## src/rtl/pkt_pkg.sv

```systemverilog
// rtl/pkt_pkg.sv - shared slot/key types and constants for the packet slot path
//
// Purpose: common sizes, typedefs and the "no slot" id shared by the slot
// allocator and the slot-match stage.
// Ports: none (package).
package pkt_pkg;

  localparam int SLOT_SIZE = 8;
  localparam int NUM_SLOTS = SLOT_SIZE * SLOT_SIZE;
  localparam int SLOT_ID_W = $clog2(NUM_SLOTS + 1);
  localparam int KEY_W     = 32;

  typedef logic [SLOT_ID_W-1:0] slot_id_t;
  typedef logic [KEY_W-1:0]     pkt_key_t;

  // Id 0 is reserved to mean "no slot"; real ids run 1..NUM_SLOTS.
  localparam int SLOT_NONE = 0;

endpackage

```

## src/rtl/pkt_slot_find.sv

```systemverilog
// rtl/pkt_slot_find.sv - lowest-free-slot priority encoder over an occupancy bitmap
//
// Purpose: returns id k+1 of the lowest clear bit k in occ, or SLOT_NONE when
// every bit is set. Purely combinational.
// Ports:
//   occ     in  N  occupancy bitmap, bit k <-> slot id k+1
//   free_id out W  lowest free slot id, 0 when none
module pkt_slot_find
  import pkt_pkg::*;
#(
  parameter int N = NUM_SLOTS,
  parameter int W = $clog2(N + 1)
) (
  input  logic [N-1:0] occ,
  output logic [W-1:0] free_id
);

  // Scan from the top down so the last write wins with the lowest index.
  always_comb begin
    free_id = W'(SLOT_NONE);
    for (int k = N - 1; k >= 0; k--) begin
      if (!occ[k]) begin
        free_id = W'(k + 1);
      end
    end
  end

endmodule

```

## src/rtl/pkt_slot_alloc.sv

```systemverilog
// rtl/pkt_slot_alloc.sv - lowest-free slot allocator with registered result and free checking
//
// Purpose: keeps the SLOT_SIZE x SLOT_SIZE occupancy bitmap, hands each
// accepted packet the lowest free slot id through a one-entry output register,
// and reclaims slots on free requests.
// Ports:
//   clk, rst_n                   clock, async active-low reset
//   in_valid/in_ready/in_key     packet request handshake and key
//   out_valid/out_ready          result handshake
//   out_key/out_slot             key and allocated slot id (1..NUM_SLOTS)
//   free_valid/free_slot         slot release request
//   occ_count/full/empty         occupancy status from registered state
//   free_err                     one-cycle pulse after an invalid or double free
module pkt_slot_alloc
  import pkt_pkg::*;
#(
  parameter int SLOT_SIZE = pkt_pkg::SLOT_SIZE,
  parameter int KEY_W     = pkt_pkg::KEY_W,
  parameter int ID_W      = $clog2(SLOT_SIZE * SLOT_SIZE + 1),
  parameter int CNT_W     = $clog2(SLOT_SIZE * SLOT_SIZE + 1)
) (
  input  logic             clk,
  input  logic             rst_n,
  input  logic             in_valid,
  output logic             in_ready,
  input  logic [KEY_W-1:0] in_key,
  output logic             out_valid,
  input  logic             out_ready,
  output logic [KEY_W-1:0] out_key,
  output logic [ID_W-1:0]  out_slot,
  input  logic             free_valid,
  input  logic [ID_W-1:0]  free_slot,
  output logic [CNT_W-1:0] occ_count,
  output logic             full,
  output logic             empty,
  output logic             free_err
);

  localparam int NSLOTS = SLOT_SIZE * SLOT_SIZE;

  logic [NSLOTS-1:0] occ_q, occ_d;
  logic [CNT_W-1:0]  occ_count_q, occ_count_d;
  logic              out_valid_q, out_valid_d;
  logic [KEY_W-1:0]  out_key_q, out_key_d;
  logic [ID_W-1:0]   out_slot_q, out_slot_d;
  logic              free_err_q, free_err_d;

  logic [ID_W-1:0]   cand_id;
  logic              out_space;
  logic              accept;
  logic              free_hit;
  logic              valid_free;

  // Search runs on the pre-update bitmap, so a slot freed this cycle only
  // becomes allocatable on the next one.
  pkt_slot_find #(
    .N (NSLOTS),
    .W (ID_W)
  ) u_find (
    .occ     (occ_q),
    .free_id (cand_id)
  );

  always_comb begin
    out_space = !out_valid_q || out_ready;
    in_ready  = (cand_id != ID_W'(SLOT_NONE)) && out_space;
    accept    = in_valid && in_ready;

    // A free is good only if it names an occupied slot in 1..NSLOTS; id 0 and
    // out-of-range ids never match any k, so they fall out as errors.
    free_hit = 1'b0;
    for (int k = 0; k < NSLOTS; k++) begin
      if (free_slot == ID_W'(k + 1)) begin
        free_hit = occ_q[k];
      end
    end
    valid_free = free_valid && free_hit;
    free_err_d = free_valid && !free_hit;

    // Allocation and release never target the same bit: the candidate is
    // clear while a valid free requires a set bit.
    occ_d = occ_q;
    for (int k = 0; k < NSLOTS; k++) begin
      if (accept && (cand_id == ID_W'(k + 1))) begin
        occ_d[k] = 1'b1;
      end
      if (valid_free && (free_slot == ID_W'(k + 1))) begin
        occ_d[k] = 1'b0;
      end
    end

    occ_count_d = occ_count_q + CNT_W'(accept) - CNT_W'(valid_free);

    out_valid_d = out_valid_q;
    out_key_d   = out_key_q;
    out_slot_d  = out_slot_q;
    if (accept) begin
      out_valid_d = 1'b1;
      out_key_d   = in_key;
      out_slot_d  = cand_id;
    end else if (out_ready) begin
      out_valid_d = 1'b0;
    end
  end

  always_ff @(posedge clk or negedge rst_n) begin
    if (!rst_n) begin
      occ_q       <= '0;
      occ_count_q <= '0;
      out_valid_q <= 1'b0;
      out_key_q   <= '0;
      out_slot_q  <= '0;
      free_err_q  <= 1'b0;
    end else begin
      occ_q       <= occ_d;
      occ_count_q <= occ_count_d;
      out_valid_q <= out_valid_d;
      out_key_q   <= out_key_d;
      out_slot_q  <= out_slot_d;
      free_err_q  <= free_err_d;
    end
  end

  assign out_valid = out_valid_q;
  assign out_key   = out_key_q;
  assign out_slot  = out_slot_q;
  assign occ_count = occ_count_q;
  assign free_err  = free_err_q;
  assign full      = (occ_count_q == CNT_W'(NSLOTS));
  assign empty     = (occ_count_q == '0);

endmodule

```

## config.mk

```make
export PLATFORM = sky130hd
export DESIGN_NAME = pkt_slot_alloc
export DESIGN_NICKNAME = d
export VERILOG_FILES = /design/src/rtl/pkt_pkg.sv /design/src/rtl/pkt_slot_find.sv /design/src/rtl/pkt_slot_alloc.sv
export SDC_FILE = /design/constraint.sdc
export NUM_CORES = 1
export LEC_CHECK = 0
export ABC_CLOCK_PERIOD_IN_PS = 9200
export CORE_MARGIN = 2
export CORE_UTILIZATION = 40
export CTS_CLUSTER_SIZE = 20
export DETAILED_ROUTE_END_ITERATION = 16
export GPL_TIMING_DRIVEN = 1
export PLACE_DENSITY_LB_ADDON = 0.08
export SYNTH_ARGS = -nofsm -noshare
export SYNTH_HDL_FRONTEND = slang
export SYNTH_SLANG_ARGS = --single-unit
```

## constraint.sdc

```tcl
create_clock -name clk -period 9.2 [get_ports clk]
set_input_delay 1.84 -clock clk [delete_from_list [all_inputs] [get_ports clk]]
set_output_delay 1.84 -clock clk [all_outputs]
set_load 0.005 [all_outputs]
```

==> out/qor.csv <==
metric,value,unit
outcome,"complete, no violations",
path_cells,clkdlybuf4s50_1 -> and2_1 -> nand3_1 -> or3_1 -> and3_1 -> a32oi_1 -> o21ai_4 -> and2_1 -> ha_1 -> inv_1 -> ha_1 -> fa_1 -> a21oi_1 -> nor2_1 -> o21ai_0 -> a21oi_1 -> nor2_1 -> xnor2_1,
route.vias.total,6718,
cts_buffers,9,
min-delay-start,out_slot[6],
first_iter_violations,778,
grt_pass1_vias,6546,
yosysWarnings,0,
dr.max_layer_used,met4,
dieArea,18500,um2
startpoint,free_slot[2],
synth_edf_count,0,
max_freq,169,MHz
final_common_cell,dfrtp_1,
fin_crit_sh,64.4,%
clk_pin_slew_worst_paths,0.08,ns
setup_ws,3.27,ns
final_cell_mix,"dfrtp_1, clkdlybuf4s50_1, a31oi_1, nand2_1, a41oi_1",
postCtsSetupRepairBufs,0,
cts_max_level,3,
hold-worst-slack,0.489,ns
skew,0.0127,ns
wl_met3,2350,um
r2r_start,occ_q[53],
syn_area,6960,um2
crit_path_top_delay_cell,clkdlybuf4s50_1,
critical_path.max_stage_delay,1.06,ns
dr.pass1.iters,5,
crit_required,9.48,ns
cts_root_buf,clkbuf_16,
ios,95,
diodes,0,
ant_nets,0,
ys_async_sr_fraction,100,%
rsz0062_at_grt,no,
routed_wl,24300,um
overflow,0,
grt_pass1_wl,37800,um
grt.total_usage,26.9,%
worst_pin_slew,1.17,ns
worstPathMaxFanout,26,
post-place-cells,997,
tns,0,ns
syn_nets,771,
cts_hold_buf,0,
hold_viol_final,0,
area_delta_synth_final,19.8,%
fp.dieH,136,um
holdPathStages,1,
die_w,136,um
routedWlPerCell,24.0,um
num_rows,48,
clk_latency,0.37,ns
ys_seq_elements,112,
core-area,17200,um2
layout-drive-gt1-share,10.7,%
grt_max_degree,64,
arrival,6.20,ns
hold_path_class,reg2reg,
crit_path_start_kind,input pin,
port_buffers,94,
wl_met1,10300,um
post_cts_resize_count,0,
synth_flop_cell,dfrtp_1,
period_needed,5.93,ns
clockBufferDepth,2,
syn_inst,717,
nNetsFinal,837,
wl_met2,10400,um
ys_types,80,
place.gp.congestion,1.04,
initial_core_util,40.5,%
clock_sinks,112,
path_class,in2reg,
postSynthAreaPerCell,9.71,um2
cts_tree,built,
rr_worst_depth,18,
power_leakage,3.27,nW
drc,0,
synth-seq-area-share,40.3,%
antenna_found_initial,0,
relSlewSlack,21.8,%
setup_viol,0,
slew_violations,0,
hpwl,16900,um
dp_worst_setup_slack,2.97,ns
ir_worst_vdd,164,uV
fin_cells,1013,
via_per_inst,6.63,
crit_path_end_kind,flop,
cap_viol_max_count,0,
power_density,275,nW/um2
sequential cells by signal, indices dropped and copies added (netlist names):
| signal | count |
|---|---|
| out_key | 32 |
| out_slot | 7 |
| out_valid | 1 |
| occ_count | 7 |
| occ_q | 64 |
| free_err | 1 |
kinds of logic after synthesis:
family          count (synthesis)  share of synthesized area [%]
buf+inv                        80                           5.12
xor+xnor                        6                          0.755
compound gates                253                           25.8
mux                            43                           8.73
flops                         112                           40.3
fa+ha+maj                      10                           1.91
simple gates                  213                           17.4
area by class of cell:
class	instances	area [um2]
Clock buffer	9	225
Clock inverter	7	88.8
Fill cell	1587	8830
Inverter	31	116
Multi-Input combinational cell	525	3810
Sequential cell	112	2800
Tap cell	225	282
Timing Repair Buffer	104	1010
critical path, delay by kind of cell:
family,cells,cell delay (ns)
compound gates,5,0.73
xor+xnor,1,0.14
buf+inv,2,1.10
fa+ha+maj,3,0.93
simple gates,7,1.47
Yosys cell counts (all sizes together) (4+ instances only):
| master | number | area, um2 |
|---|---|---|
| o211ai | 6 | 45.0 |
| mux2 | 35 | 503 |
| mux2i | 6 | 60.1 |
| nand4 | 23 | 156 |
| buf | 28 | 161 |
| nor2b | 8 | 50.1 |
| nor4 | 8 | 83.8 |
| o21ai | 30 | 158 |
| a21oi | 23 | 115 |
| nor2 | 33 | 124 |
| a211oi | 5 | 42.5 |
| o2111ai | 5 | 43.8 |
| a21boi | 5 | 37.5 |
| a21o | 5 | 37.5 |
| clkbuf | 21 | 78.8 |
| nand3b | 5 | 37.5 |
| o21bai | 5 | 37.5 |
| and4 | 10 | 87.6 |
| dfrtp | 112 | 2800 |
| and3 | 12 | 75.1 |
| a311oi | 4 | 35.0 |
| a32oi | 4 | 35.0 |
| a31oi | 86 | 538 |
| nand3 | 12 | 60.1 |
| and2 | 8 | 50.1 |
| nor3b | 7 | 52.6 |
| nand2 | 45 | 171 |
| ha | 9 | 113 |
| a41oi | 39 | 360 |
| inv | 31 | 116 |
| nand2b | 11 | 68.8 |
| nor3 | 19 | 100 |
where the power goes:
part           internal (mW)  leakage [nW]  switching, mW
logic                  0.485          1.71          0.668
registers              0.617          1.41          0.103
clock network          0.218         0.155          0.206
path summary, 6_finish.rpt:
| check | end | slack [ns] |
|---|---|---|
| worst min-delay path | out_slot[6] | 0.49 |
| worst max register to register | occ_count[6] | 4.47 |
| worst min register to register | out_slot[6] | 0.49 |
| worst max-delay path | occ_count[6] | 3.27 |
| min in group asynchronous | occ_count[6] | 1.50 |
| max in group asynchronous | occ_q[41] | 6.48 |
through the flow:
stage / instance area (um2) / utilization, % / power [mW]
global placement: 8030 / 46.7 / 1.83
CTS: 8340 / 48.6 / 2.29
floorplan: 6960 / - / 1.38
finish: 8340 / 48.6 / 2.30
detailed placement: 8030 / 46.7 / 1.86
global route: 8340 / 48.6 / 2.41
routing by layer:
layer,vias up,global-route usage [%]
li1,2954,-
met1,3253,37.1
met2,427,38.9
met3,84,5.07
met4,0,16.6
met5,-,0
(Power assumes the default switching activity.)
